`config.mk`:
```
export PLATFORM = sky130hd
export DESIGN_NAME = press_tally
export DESIGN_NICKNAME = d
export VERILOG_FILES = /design/src/rtl/tally_pkg.sv /design/src/rtl/press_tally_btn_debounce.sv /design/src/rtl/press_tally.sv
export SDC_FILE = /design/constraint.sdc
export NUM_CORES = 1
export LEC_CHECK = 0
export CORE_MARGIN = 3
export CORE_UTILIZATION = 65
export CTS_BUF_LIST = sky130_fd_sc_hd__clkbuf_8
export CTS_CLUSTER_DIAMETER = 60
export DETAILED_ROUTE_END_ITERATION = 7
export PLACE_DENSITY = 0.95
export SKIP_CTS_REPAIR_TIMING = 1
export SLEW_MARGIN = 20
export SYNTH_ARGS = -nofsm -noshare
export SYNTH_HDL_FRONTEND = slang
export SYNTH_SLANG_ARGS = --single-unit
```
`constraint.sdc`:
```
create_clock -name clk -period 4.69 [get_ports clk]
set_input_delay 1.1725 -clock clk [delete_from_list [all_inputs] [get_ports clk]]
set_output_delay 1.1725 -clock clk [all_outputs]
set_load 0.005 [all_outputs]
```
`src/rtl/tally_pkg.sv`:
```
// Shared definitions for the press_tally counter.
//   DIGIT_W        nibble width of each displayed digit
//   BCD_MAX_DIGIT  highest digit value in decimal mode
//   HEX_MAX_DIGIT  highest digit value in hex mode
//   count_dir_t    resolved step direction for one cycle
//   digit_step     one-digit increment/decrement with wrap and carry/borrow out
package tally_pkg;

    localparam int                 DIGIT_W       = 4;
    localparam logic [DIGIT_W-1:0] BCD_MAX_DIGIT = 4'd9;
    localparam logic [DIGIT_W-1:0] HEX_MAX_DIGIT = 4'hF;

    typedef enum logic [1:0] {
        DIR_NONE,
        DIR_UP,
        DIR_DN
    } count_dir_t;

    // Steps one digit in the range 0..max_d. Result is {wrap, next_digit};
    // wrap is the carry (up) or borrow (down) into the next digit.
    function automatic logic [DIGIT_W:0] digit_step(
        input logic [DIGIT_W-1:0] d,
        input logic               up,
        input logic [DIGIT_W-1:0] max_d
    );
        logic [DIGIT_W:0] r;
        if (up) begin
            r = (d == max_d) ? {1'b1, {DIGIT_W{1'b0}}} : {1'b0, DIGIT_W'(d + 1'b1)};
        end else begin
            r = (d == '0) ? {1'b1, max_d} : {1'b0, DIGIT_W'(d - 1'b1)};
        end
        return r;
    endfunction

endpackage

```
`src/rtl/press_tally_btn_debounce.sv`:
```
// Per-button conditioning: 2-flop synchroniser, stability-counter debounce and
// rising-edge press detect.
//   clk, rst_n  system clock, asynchronous active-low reset
//   btn         raw, asynchronous, bouncy button level
//   level       accepted (debounced) level
//   press       one-cycle pulse on each accepted rising edge of level
module btn_debounce #(
    parameter int DEBOUNCE_CYCLES = 250000
) (
    input  logic clk,
    input  logic rst_n,
    input  logic btn,
    output logic level,
    output logic press
);

    localparam int             CNT_W    = $clog2(DEBOUNCE_CYCLES);
    localparam logic [CNT_W-1:0] CNT_LAST = CNT_W'(DEBOUNCE_CYCLES - 1);

    logic [1:0]       sync;
    logic [CNT_W-1:0] cnt;
    logic             db;
    logic             db_q;

    always_ff @(posedge clk or negedge rst_n) begin
        if (!rst_n) begin
            sync <= '0;
            cnt  <= '0;
            db   <= 1'b0;
            db_q <= 1'b0;
        end else begin
            sync <= {sync[0], btn};
            db_q <= db;
            // Any cycle that agrees with the accepted level restarts the
            // stability window, so only an unbroken run is ever accepted.
            if (sync[1] == db) begin
                cnt <= '0;
            end else if (cnt == CNT_LAST) begin
                db  <= sync[1];
                cnt <= '0;
            end else begin
                cnt <= cnt + 1'b1;
            end
        end
    end

    assign level = db;
    assign press = db & ~db_q;

endmodule

```
`src/rtl/press_tally.sv`:
```
// Two-digit up/down press counter driving a pair of nibble-to-segment decoders.
//   DEBOUNCE_CYCLES  stable cycles before a button level is accepted
//   DECIMAL          0: hex count 0x00..0xFF, 1: BCD count 00..99
//   clk, rst_n       system clock, asynchronous active-low reset
//   btn_up, btn_dn   raw active-high buttons
//   digit_hi/lo      upper/lower digit of the count (registered)
//   step             one-cycle pulse in the cycle the count changes
module press_tally
    import tally_pkg::*;
#(
    parameter int DEBOUNCE_CYCLES = 250000,
    parameter bit DECIMAL         = 1'b0
) (
    input  logic               clk,
    input  logic               rst_n,
    input  logic               btn_up,
    input  logic               btn_dn,
    output logic [DIGIT_W-1:0] digit_hi,
    output logic [DIGIT_W-1:0] digit_lo,
    output logic               step
);

    localparam int                 NUM_BTN   = 2;
    localparam logic [DIGIT_W-1:0] MAX_DIGIT = DECIMAL ? BCD_MAX_DIGIT : HEX_MAX_DIGIT;

    logic [NUM_BTN-1:0] btn_raw;
    logic [NUM_BTN-1:0] btn_press;
    logic [NUM_BTN-1:0] unused_level;   // accepted levels, not needed here

    assign btn_raw = {btn_dn, btn_up};

    for (genvar g = 0; g < NUM_BTN; g++) begin : g_btn
        btn_debounce #(
            .DEBOUNCE_CYCLES(DEBOUNCE_CYCLES)
        ) u_btn (
            .clk  (clk),
            .rst_n(rst_n),
            .btn  (btn_raw[g]),
            .level(unused_level[g]),
            .press(btn_press[g])
        );
    end

    // Simultaneous presses cancel; a press one cycle apart steps twice.
    count_dir_t dir;
    always_comb begin
        dir = DIR_NONE;
        if (btn_press == 2'b01) dir = DIR_UP;
        if (btn_press == 2'b10) dir = DIR_DN;
    end

    // Hex is the same digit chain with a 0xF digit limit, which reproduces
    // 8-bit modular arithmetic exactly.
    logic             dir_up;
    logic [DIGIT_W:0] lo_stepped;
    logic [DIGIT_W:0] hi_stepped;
    logic             unused_hi_wrap;

    assign dir_up         = (dir == DIR_UP);
    assign lo_stepped     = digit_step(digit_lo, dir_up, MAX_DIGIT);
    assign hi_stepped     = digit_step(digit_hi, dir_up, MAX_DIGIT);
    assign unused_hi_wrap = hi_stepped[DIGIT_W];   // overall wrap is silent

    always_ff @(posedge clk or negedge rst_n) begin
        if (!rst_n) begin
            digit_hi <= '0;
            digit_lo <= '0;
            step     <= 1'b0;
        end else begin
            step <= (dir != DIR_NONE);
            if (dir != DIR_NONE) begin
                digit_lo <= lo_stepped[DIGIT_W-1:0];
                if (lo_stepped[DIGIT_W]) digit_hi <= hi_stepped[DIGIT_W-1:0];
            end
        end
    end

endmodule

```
**After elaboration in Yosys (flattened, before gate mapping)**

Cells that the tools add are included.

- Flip-flop bits (word level): 53
- Input bits: 4
- Output and inout bits: 9
- Word-level logic and storage cells: 50

- Add/sub/neg operators: 6
- Equal/unequal tests: 9
- Multiplexer cells: 12
- Bitwise logic cells: 6
- Reduce and logical (&&, ||, !) cells: 6

Operator list:

| operator | number |
|---|---|
| 18-bit two-way mux | 4 |
| 18-bit by 1-bit adder with 18-bit output (second input constant) | 2 |
| 18-bit == test (second input constant) | 2 |
| 5-bit two-way mux | 3 |
| 4-bit two-way mux | 3 |
| 4-bit by 1-bit adder with 4-bit output (second input constant) | 2 |
| 4-bit == test (second input constant) | 2 |
| 4-bit logical NOT | 2 |
| 4-bit by 1-bit subtractor with 4-bit output (second input constant) | 2 |
| 2-bit AND reduction | 3 |
| 2-bit by 1-bit == test with 1-bit output (second input constant) | 2 |
| 1-bit inverter | 4 |
| 1-bit bitwise AND | 2 |
| 1-bit == test | 2 |
| 2-bit == test (second input constant) | 1 |
| 2-bit two-way mux | 1 |
| 2-bit nonzero test | 1 |
| 1-bit two-way mux | 1 |

**Logic depth before layout (Yosys ltp)**

Gate-level depths: netlist of the first run.

- Depth in word-level cells: 8
- Mapped depth: 8
- Gate-level depth less buffers: 6

**Hierarchy**

Synthesis of the first run repeated with hierarchy kept, for this count alone.

- Cell total of the unflattened synthesis: 268
- Area, all modules: 2755.1 um2

Modules (own cells, without submodules):

| module | times used | cells each | area an instance (um2) | seq. area each (um2) |
|---|---|---|---|---|
| btn_debounce | 2 | 100 | 1061.0 | 550.5 |
| press_tally | 1 | 68 | 633.1 | 225.2 |

**Least setup slack after synthesis of the first run**

OpenSTA, ideal clock, no wires.

- Kind: register to register
- From: reg g_btn[0].u_btn.db
- To: reg digit_hi[3]
- Library setup time: 0.121 ns
- Arrival time: 1.893 ns
- Data required time: 4.569 ns
- Slack: 2.676 ns
- Cell stages (with the launch flop): 8
- Path buffers: 1
- Period minus slack after synthesis: 2.014 ns
- Path through: dfrtp_1 nor2b_1 ha_1 clkbuf_1 or4b_1 a21oi_2 nand2_1 a22o_1

- Word-level cells in the longest chain between the ends: 7
- Elaborated cells between the ends (all ways): 10
- Classes of those cells: 3 x eq/ne; 4 x mux; 1 x bitwise; 2 x reduce/logical

RTL lines:

| what | line | RTL |
|---|---|---|
| start, declared | press_tally_btn_debounce.sv:22 | `logic db;` |
| start signal, assigned | press_tally_btn_debounce.sv:39 | `db <= sync[1];` |
| 1-bit bitwise AND * | press_tally_btn_debounce.sv:48 | `assign press = db & ~db_q;` |
| 2-bit by 1-bit == test with 1-bit output | press_tally.sv:48 | `if (btn_press == 2'b01) dir = DIR_UP;` |
| 1-bit two-way mux | press_tally.sv:48 |  |
| 2-bit two-way mux * | press_tally.sv:49 | `if (btn_press == 2'b10) dir = DIR_DN;` |
| 2-bit by 1-bit == test with 1-bit output | press_tally.sv:59 | `assign dir_up = (dir == DIR_UP);` |
| 5-bit two-way mux | tally_pkg.sv:27 | `if (up) begin` |
| 2-bit AND reduction (no source line) | -- |  |
| end signal, assigned | press_tally.sv:73 | `if (lo_stepped[DIGIT_W]) digit_hi <= hi_stepped[DIGIT_W-1:0];` |
| end, declared | press_tally.sv:18 | `output logic [DIGIT_W-1:0] digit_hi,` |

Every way passes the cells marked *; elsewhere a longest branch is shown, timed or not.
A chain may end at the register's enable or synchronous reset.

**Final worst setup path of the first run**

- From: reg digit_hi[2]
- To: out digit_hi[2]

No word-level cell between the ends.

==> metrics.cfg, run 1 <==
[timing]
total_negative_slack_for_setup_checks_ps = 0
finalHoldViolations = 0
achievable-frequency_mhz = 385
worst_clock_skew_ps = 9.27
rsz0062_at_grt = false
slew_violations = 0
min_period_ps = 2600
setup_viol = 0
final.period_utilization_pct = 55.4
worst_slew_pin_slew_ps = 955
worst_slew_margin_rel_pct = 36.1
timing.final.ws_setup_ps = 2090

[floorplan]
start_util_pct = 70.6
num_io_pins = 13
std_cell_rows = 22
width_of_the_die_um = 70.5
chipHeight_um = 70.5
coreArea_um2 = 3830
design.die.area_um2 = 4970

[pwr]
total_leakage_power_nw = 1.21
post-layout-total-power_w = 0.000771
peakVddDrop_uv = 277
cellPowerDensity_nw_per_um2 = 261

[place]
portBuffers = 12
place.detailed.instances = 323
dp_worst_setup_slack_ps = 2440
hpwl_reported_at_the_end_of_detailed_placement_mm = 3.69
gp_routability_congestion = 0.782

[routing]
drt_iter0_markers = 198
avgRoutedWirePerCell_um = 16.5
drt_drc_violations_left = 0
route.vias.total = 2038
route.detailed.vias_per_inst = 6.16
routed_wirelength_mm = 5.45
final_antenna_net_count = 0
drt_pass1_iterations = 4

[cells_and_area]
layoutNonFillerInstCount = 331
area_of_the_multi_input_gates_um2 = 1280
antenna_cells = 0
final-seq-area_um2 = 1330
area.growth.synth_to_final_pct = 9.21
layout.filler_cells = 225
fin_nets = 293
ratio_of_cells_with_drive_above_1_in_the_final_layout_pct = 8.48

[logic_synthesis]
synth_simple_gate_area_share_pct = 23.0
netlist_top_cells_area = dfrtp_1 49%, xnor2_1 9.1%, nor2_1 5.3%, ha_1 3.2%, nor4_1 2.8%
ys_warn_count = 0
synth-xor-area-share_pct = 11.7
synth-edff-count = 0
syn_inst = 268
cell_area_synth_um2 = 2700
dominant_combinational_cell_family_by_area_after_synthesis = simple AND/OR/NAND/NOR gates
yosys.area.top_type = dfrtp_1
synth_top_cell_area_share_pct = 49.1
synthAdderAreaFrac_pct = 3.24
synth-compound-area-share_pct = 7.92
async_reset_ff_share_pct = 100
dominantRegCellSynth = dfrtp_1
synth_cell_types = 46
ys_seq_elements = 53
yosysMostFrequentCell = dfrtp_1
avgSynthCellArea_um2 = 10.1
yosysSeqAreaShare_pct = 49.1
synth.area.mux_share_pct = 1.62
mappedNetlistNets = 279
synthTopCellsByCount = 53 x dfrtp_1, 38 x nor2_1, 28 x xnor2_1, 17 x inv_1

[worst_setup_path]
worst-path-max-fanout = 8
timing.critical_path.required_ps = 3520
cp.buffers_inverters = 1
worstSetupPathType = reg2out
start_kind = register
cp_cell_sequence = clkdlybuf4s50_1
cp_data_arrival_time_ps = 1420
crit_path_end_kind = output port
critPathSlowestCell = clkdlybuf4s50_1
cp_top_delay_family = buffers and inverters
cp_slowest_stage_delay_ps = 590

[global_routing]
grt_antenna_before_repair = 0
grt_pass1_wl_mm = 9.22
globalRouteOverflowTotal = 0
grt_use_total_pct = 23.8
met3_usage_pct = 5.47
first_global_vias = 1979
grtUsageMet1_pct = 31.4
grt_most_used_layer = met2
grt.met2_usage_pct = 37.5
maximum_number_of_pins_on_one_net_before_global_route_repair = 54

[clocking]
cts_tree = done
path_clk_slew_ps = 110
clock-sinks = 53
cts.htree.levels = 2
clock_tree.buffer_depth = 2
numCtsBuffers = 5
clock_latency_ps = 320
clock_root_buffer = clkbuf_8

[run]
maxCapViolCount = 0

[outcome]
outcome = complete, no violations

[worst_hold_path]
holdCritPathClass = reg2reg

## logic make-up after synthesis
group,count (synthesis)
flip-flops,53
AO/OA/AOI/OAI,29
multiplexers,4
adder cells (fa/ha/maj),7
buffers and inverters,23
XOR/XNOR,36
AND/OR/NAND/NOR,116
## final cells by class
type | count | share of cell area [%]
clock inverters | 3 | 0.975
inverters | 17 | 2.16
repair buffers | 13 | 4.15
well taps | 48 | 2.03
multi-input cells | 192 | 43.4
clock buffers | 5 | 2.33
flip-flops and latches | 53 | 44.9
## layer usage
layer  vias up  share of wire [%]
met2        78                 51
met5         -                  0
li1        964                  -
met3        13                4.9
met4         0                2.4
met1       983                 42
## registers in the layout, summed over array words and instances, names as in the netlist
name,flops
g_btn.u_btn.level,2
digit_hi,4
digit_lo,4
step,1
g_btn.u_btn.sync,4
g_btn.u_btn.cnt,36
g_btn.u_btn.db_q,2
## path summary, 6_finish.rpt
kind | startpoint | to | slack, ps | cells past startpoint
min in group asynchronous | rst_n | g_btn[1].u_btn.cnt[1]$_DFF_PN0_ | 960 | 2
max in group asynchronous | rst_n | g_btn[1].u_btn.cnt[9]$_DFF_PN0_ | 3290 | 2
min reg2reg | g_btn[1].u_btn.sync[0]$_DFF_PN0_ | g_btn[1].u_btn.sync[1]$_DFF_PN0_ | 380 | 0
max reg2reg | g_btn[0].u_btn.level$_DFFE_PN0P_ | digit_hi[3]$_DFFE_PN0P_ | 2360 | 6
min | g_btn[1].u_btn.sync[0]$_DFF_PN0_ | g_btn[1].u_btn.sync[1]$_DFF_PN0_ | 380 | 0
max | digit_hi[2]$_DFFE_PN0P_ | digit_hi[2] | 2090 | 1
## cells in the final DEF, fill, tap and decap left out, types with 3 or more instances in the layout
cell type and n:
mux2_2 3, clkbuf_8 5, a31oi_1 3, nand2b_1 3, nor3_1 8, ha_1 7, a21oi_1 7, nor2_1 38
nand3_1 12, xnor2_1 28, clkdlybuf4s50_1 11, dfrtp_1 53, nor4_1 12, xor2_1 8, o21ai_0 8, nand4_1 11
inv_1 17, nand2_1 12
## report_power, final
part / switching (W) / internal [W] / leakage [nW]
sequential: 0.00000573 / 0.000463 / 0.726
clock: 0.000165 / 0.000112 / 0.0506
combinational: 0.0000181 / 0.00000806 / 0.431
total: 0.000188 / 0.000583 / 1.21
## metrics by stage
step	util (%)	instance area (um^2)	hold WS, ps
3_3_place_gp	74.6	2850	333
2_1_floorplan	-	2700	331
6_report	77.1	2950	378
5_1_grt	77.1	2950	392
4_1_cts	77.1	2950	380
3_5_place_dp	74.6	2850	349
(Power assumes the default switching activity.)
==> run 2, diff against run 1 <==
--- a/config.mk
+++ b/config.mk
@@ -6,11 +6,11 @@
 export NUM_CORES = 1
 export LEC_CHECK = 0
 export CORE_MARGIN = 3
-export CORE_UTILIZATION = 65
+export CORE_UTILIZATION = 56
 export CTS_BUF_LIST = sky130_fd_sc_hd__clkbuf_8
 export CTS_CLUSTER_DIAMETER = 60
 export DETAILED_ROUTE_END_ITERATION = 7
-export PLACE_DENSITY = 0.95
+export PLACE_DENSITY = 0.89
 export SKIP_CTS_REPAIR_TIMING = 1
 export SLEW_MARGIN = 20
 export SYNTH_ARGS = -nofsm -noshare
==> constraint.sdc (replaced) <==
create_clock -name clk -period 2.2 [get_ports clk]
set_input_delay 0.55 -clock clk [delete_from_list [all_inputs] [get_ports clk]]
set_output_delay 0.55 -clock clk [all_outputs]
set_load 0.005 [all_outputs]
==> metrics.cfg, run 2 (synthesis gave the netlist of run 1 again) <==
[global_routing]
first_global_vias = 1908  ; -3.6%
grt_antenna_before_repair = 0  ; unchanged
globalRouteOverflowTotal = 0  ; unchanged
maximum_number_of_pins_on_one_net_before_global_route_repair = 54  ; unchanged
grt_pass1_wl_mm = 8.58  ; -7.0%
grt_use_total_pct = 19.6  ; -4.2 points

[place]
gp_routability_congestion = 0.930  ; +19%
dp_worst_setup_slack_ps = 195  ; -2240 ps
hpwl_reported_at_the_end_of_detailed_placement_mm = 3.45  ; -6.5%
portBuffers = 12  ; unchanged

[timing]
final.period_utilization_pct = 91.6
worst_slew_pin_slew_ps = 456  ; -499 ps
achievable-frequency_mhz = 496
worst_slew_margin_rel_pct = 69.5  ; +33 points
slew_violations = 0  ; unchanged
worst_clock_skew_ps = 4.67  ; -4.60 ps
finalHoldViolations = 0  ; unchanged
total_negative_slack_for_setup_checks_ps = 0  ; unchanged
min_period_ps = 2020
rsz0062_at_grt = false
timing.final.ws_setup_ps = 184  ; -1910 ps
setup_viol = 0  ; unchanged

[cells_and_area]
ratio_of_cells_with_drive_above_1_in_the_final_layout_pct = 9.72  ; +1.2 points
area.growth.synth_to_final_pct = 10.8
largest_register_ffs = 36  ; unchanged
antenna_cells = 0  ; unchanged
reg_with_most_ffs = g_btn.u_btn.cnt
mostFrequentLayoutCell = dfrtp_1
fin_nets = 298  ; +1.7%
mostFrequentLayoutCells = 53 x dfrtp_1, 38 x nor2_1, 28 x xnor2_1

[floorplan]
width_of_the_die_um = 75.5  ; +7.1%
std_cell_rows = 24  ; +9.1%
start_util_pct = 60.0  ; -11 points
num_io_pins = 13  ; unchanged
design.die.area_um2 = 5700  ; +15%
chipHeight_um = 75.5  ; +7.1%
coreArea_um2 = 4500  ; +18%

[routing]
route.detailed.vias_per_inst = 5.89  ; -4.3%
final_antenna_net_count = 0  ; unchanged
route.vias.total = 2003  ; -1.7%
drt_drc_violations_left = 0  ; unchanged
routed_wirelength_mm = 4.90  ; -10%
avgRoutedWirePerCell_um = 14.4  ; -12%
drt_pass1_iterations = 4  ; unchanged
drt_iter0_markers = 90  ; -55%

[pwr]
cell_internal_pwr_w = 0.00123  ; +110%
seq_power_share_pct = 62.8  ; +2.1 points
post-layout-total-power_w = 0.00159  ; +110%
power.share.combinational_pct = 3.8  ; +0.4 points
peakVddDrop_uv = 479  ; +73%
clock_share_of_power_pct = 33.4  ; -2.5 points
power.switching_fraction_pct = 22.5  ; -1.9 points
total_leakage_power_nw = 1.24  ; +2.3%
cellPowerDensity_nw_per_um2 = 530  ; +100%
total_switching_power_w = 0.000358  ; +90%

[worst_hold_path]
holdCritPathClass = in2async

[worst_setup_path]
worst-path-max-fanout = 17  ; +9
start_kind = register
cp.buffers_inverters = 0  ; -1
cp_data_arrival_time_ps = 2190  ; +770 ps
crit_path_end_kind = register
cp_slowest_stage_delay_ps = 570  ; -20 ps
critPathSlowestCell = or4_4
cp_cell_sequence = ha_1 > nand3_2 > or4_4 > o21ai_4 > nor2_1
cp_top_delay_family = simple AND/OR/NAND/NOR gates
worstSetupPathType = reg2reg
timing.critical_path.required_ps = 2380  ; -1140 ps

[clocking]
clock_latency_ps = 300  ; -20 ps
cts.htree.levels = 2  ; unchanged
cts_tree = done
numCtsBuffers = 5  ; unchanged
clock_tree.buffer_depth = 2  ; unchanged
path_clk_slew_ps = 90  ; -20 ps
clock_root_buffer = clkbuf_8
clock-sinks = 53  ; unchanged

[outcome]
outcome = complete, no violations

[run]
maxCapViolCount = 0  ; unchanged

==> run 2: changes by cell type in the layout (fill, tap and decap cells not counted) <==
cell / previous run / this run
inv_1: 17 / 18
clkinv_2: 0 / 1
buf_12: 0 / 1
inv_8: 1 / 0
clkinv_4: 1 / 0
buf_4: 1 / 5
==> run 2: worst register-to-register path, delay by kind of cell, from the launching register on <==
family                   cells  cell delay [ps]
flip-flops                   1              400
AND/OR/NAND/NOR              3              840
AO/OA/AOI/OAI                1              420
adder cells (fa/ha/maj)      1              230
==> run 2: power by group through the flow <==
stage | Combinational, W | Clock, W | Sequential [W]
4_1_cts | 0.0000630 | 0.000549 | 0.000997
3_5_place_dp | 0.0000630 | 0 | 0.00102
5_1_grt | 0.0000691 | 0.000586 | 0.00100
2_1_floorplan | 0.0000288 | 0 | 0.00101
3_3_place_gp | 0.0000605 | 0 | 0.00102
6_report | 0.0000603 | 0.000531 | 0.000997
==> run 2: final cells by class <==
| cell class | count | area, um^2 |
|---|---|---|
| multi-input cells | 192 | 1280 |
| clock inverters | 3 | 17.5 |
| flip-flops and latches | 53 | 1330 |
| inverters | 17 | 63.8 |
| clock buffers | 5 | 68.8 |
| repair buffers | 18 | 173 |
| well taps | 52 | 65.1 |
| fillers | 338 | 1510 |
==> run 2: metal layers <==
metal  up-vias  part of all wire [%]  track usage, %
li1        970                     -               -
met1       956                    45            25.6
met2        65                    48            32.3
met3        12                   4.9            4.09
met4         0                   1.7            7.18
met5         -                     0               0
==> run 2: stage by stage <==
| step | hold slack, ps | area (um^2) | instances | util [%] |
|---|---|---|---|---|
| 6_report | 222 | 3000 | 340 | 66.5 |
| 5_1_grt | 231 | 3000 | 340 | 66.5 |
| 4_1_cts | 228 | 3000 | 340 | 66.5 |
| 3_5_place_dp | 336 | 2910 | 332 | 64.6 |
| 3_3_place_gp | 337 | 2910 | 332 | 64.6 |
| 2_1_floorplan | 254 | 2700 | 268 | - |
==> run 2: final timing paths <==
check                                                 startpoint  cells after the start                                to  slack, ps
worst max-delay path             g_btn[0].u_btn.cnt[0]$_DFF_PN0_                      5   g_btn[0].u_btn.cnt[4]$_DFF_PN0_        180
worst max register to register   g_btn[0].u_btn.cnt[0]$_DFF_PN0_                      5   g_btn[0].u_btn.cnt[4]$_DFF_PN0_        180
worst min-delay path                                       rst_n                      2   g_btn[1].u_btn.cnt[4]$_DFF_PN0_        220
worst min register to register  g_btn[1].u_btn.sync[0]$_DFF_PN0_                      0  g_btn[1].u_btn.sync[1]$_DFF_PN0_        360
min in group clk                g_btn[1].u_btn.sync[0]$_DFF_PN0_                      0  g_btn[1].u_btn.sync[1]$_DFF_PN0_        360
max in group asynchronous                                  rst_n                      2           digit_hi[0]$_DFFE_PN0P_       1760
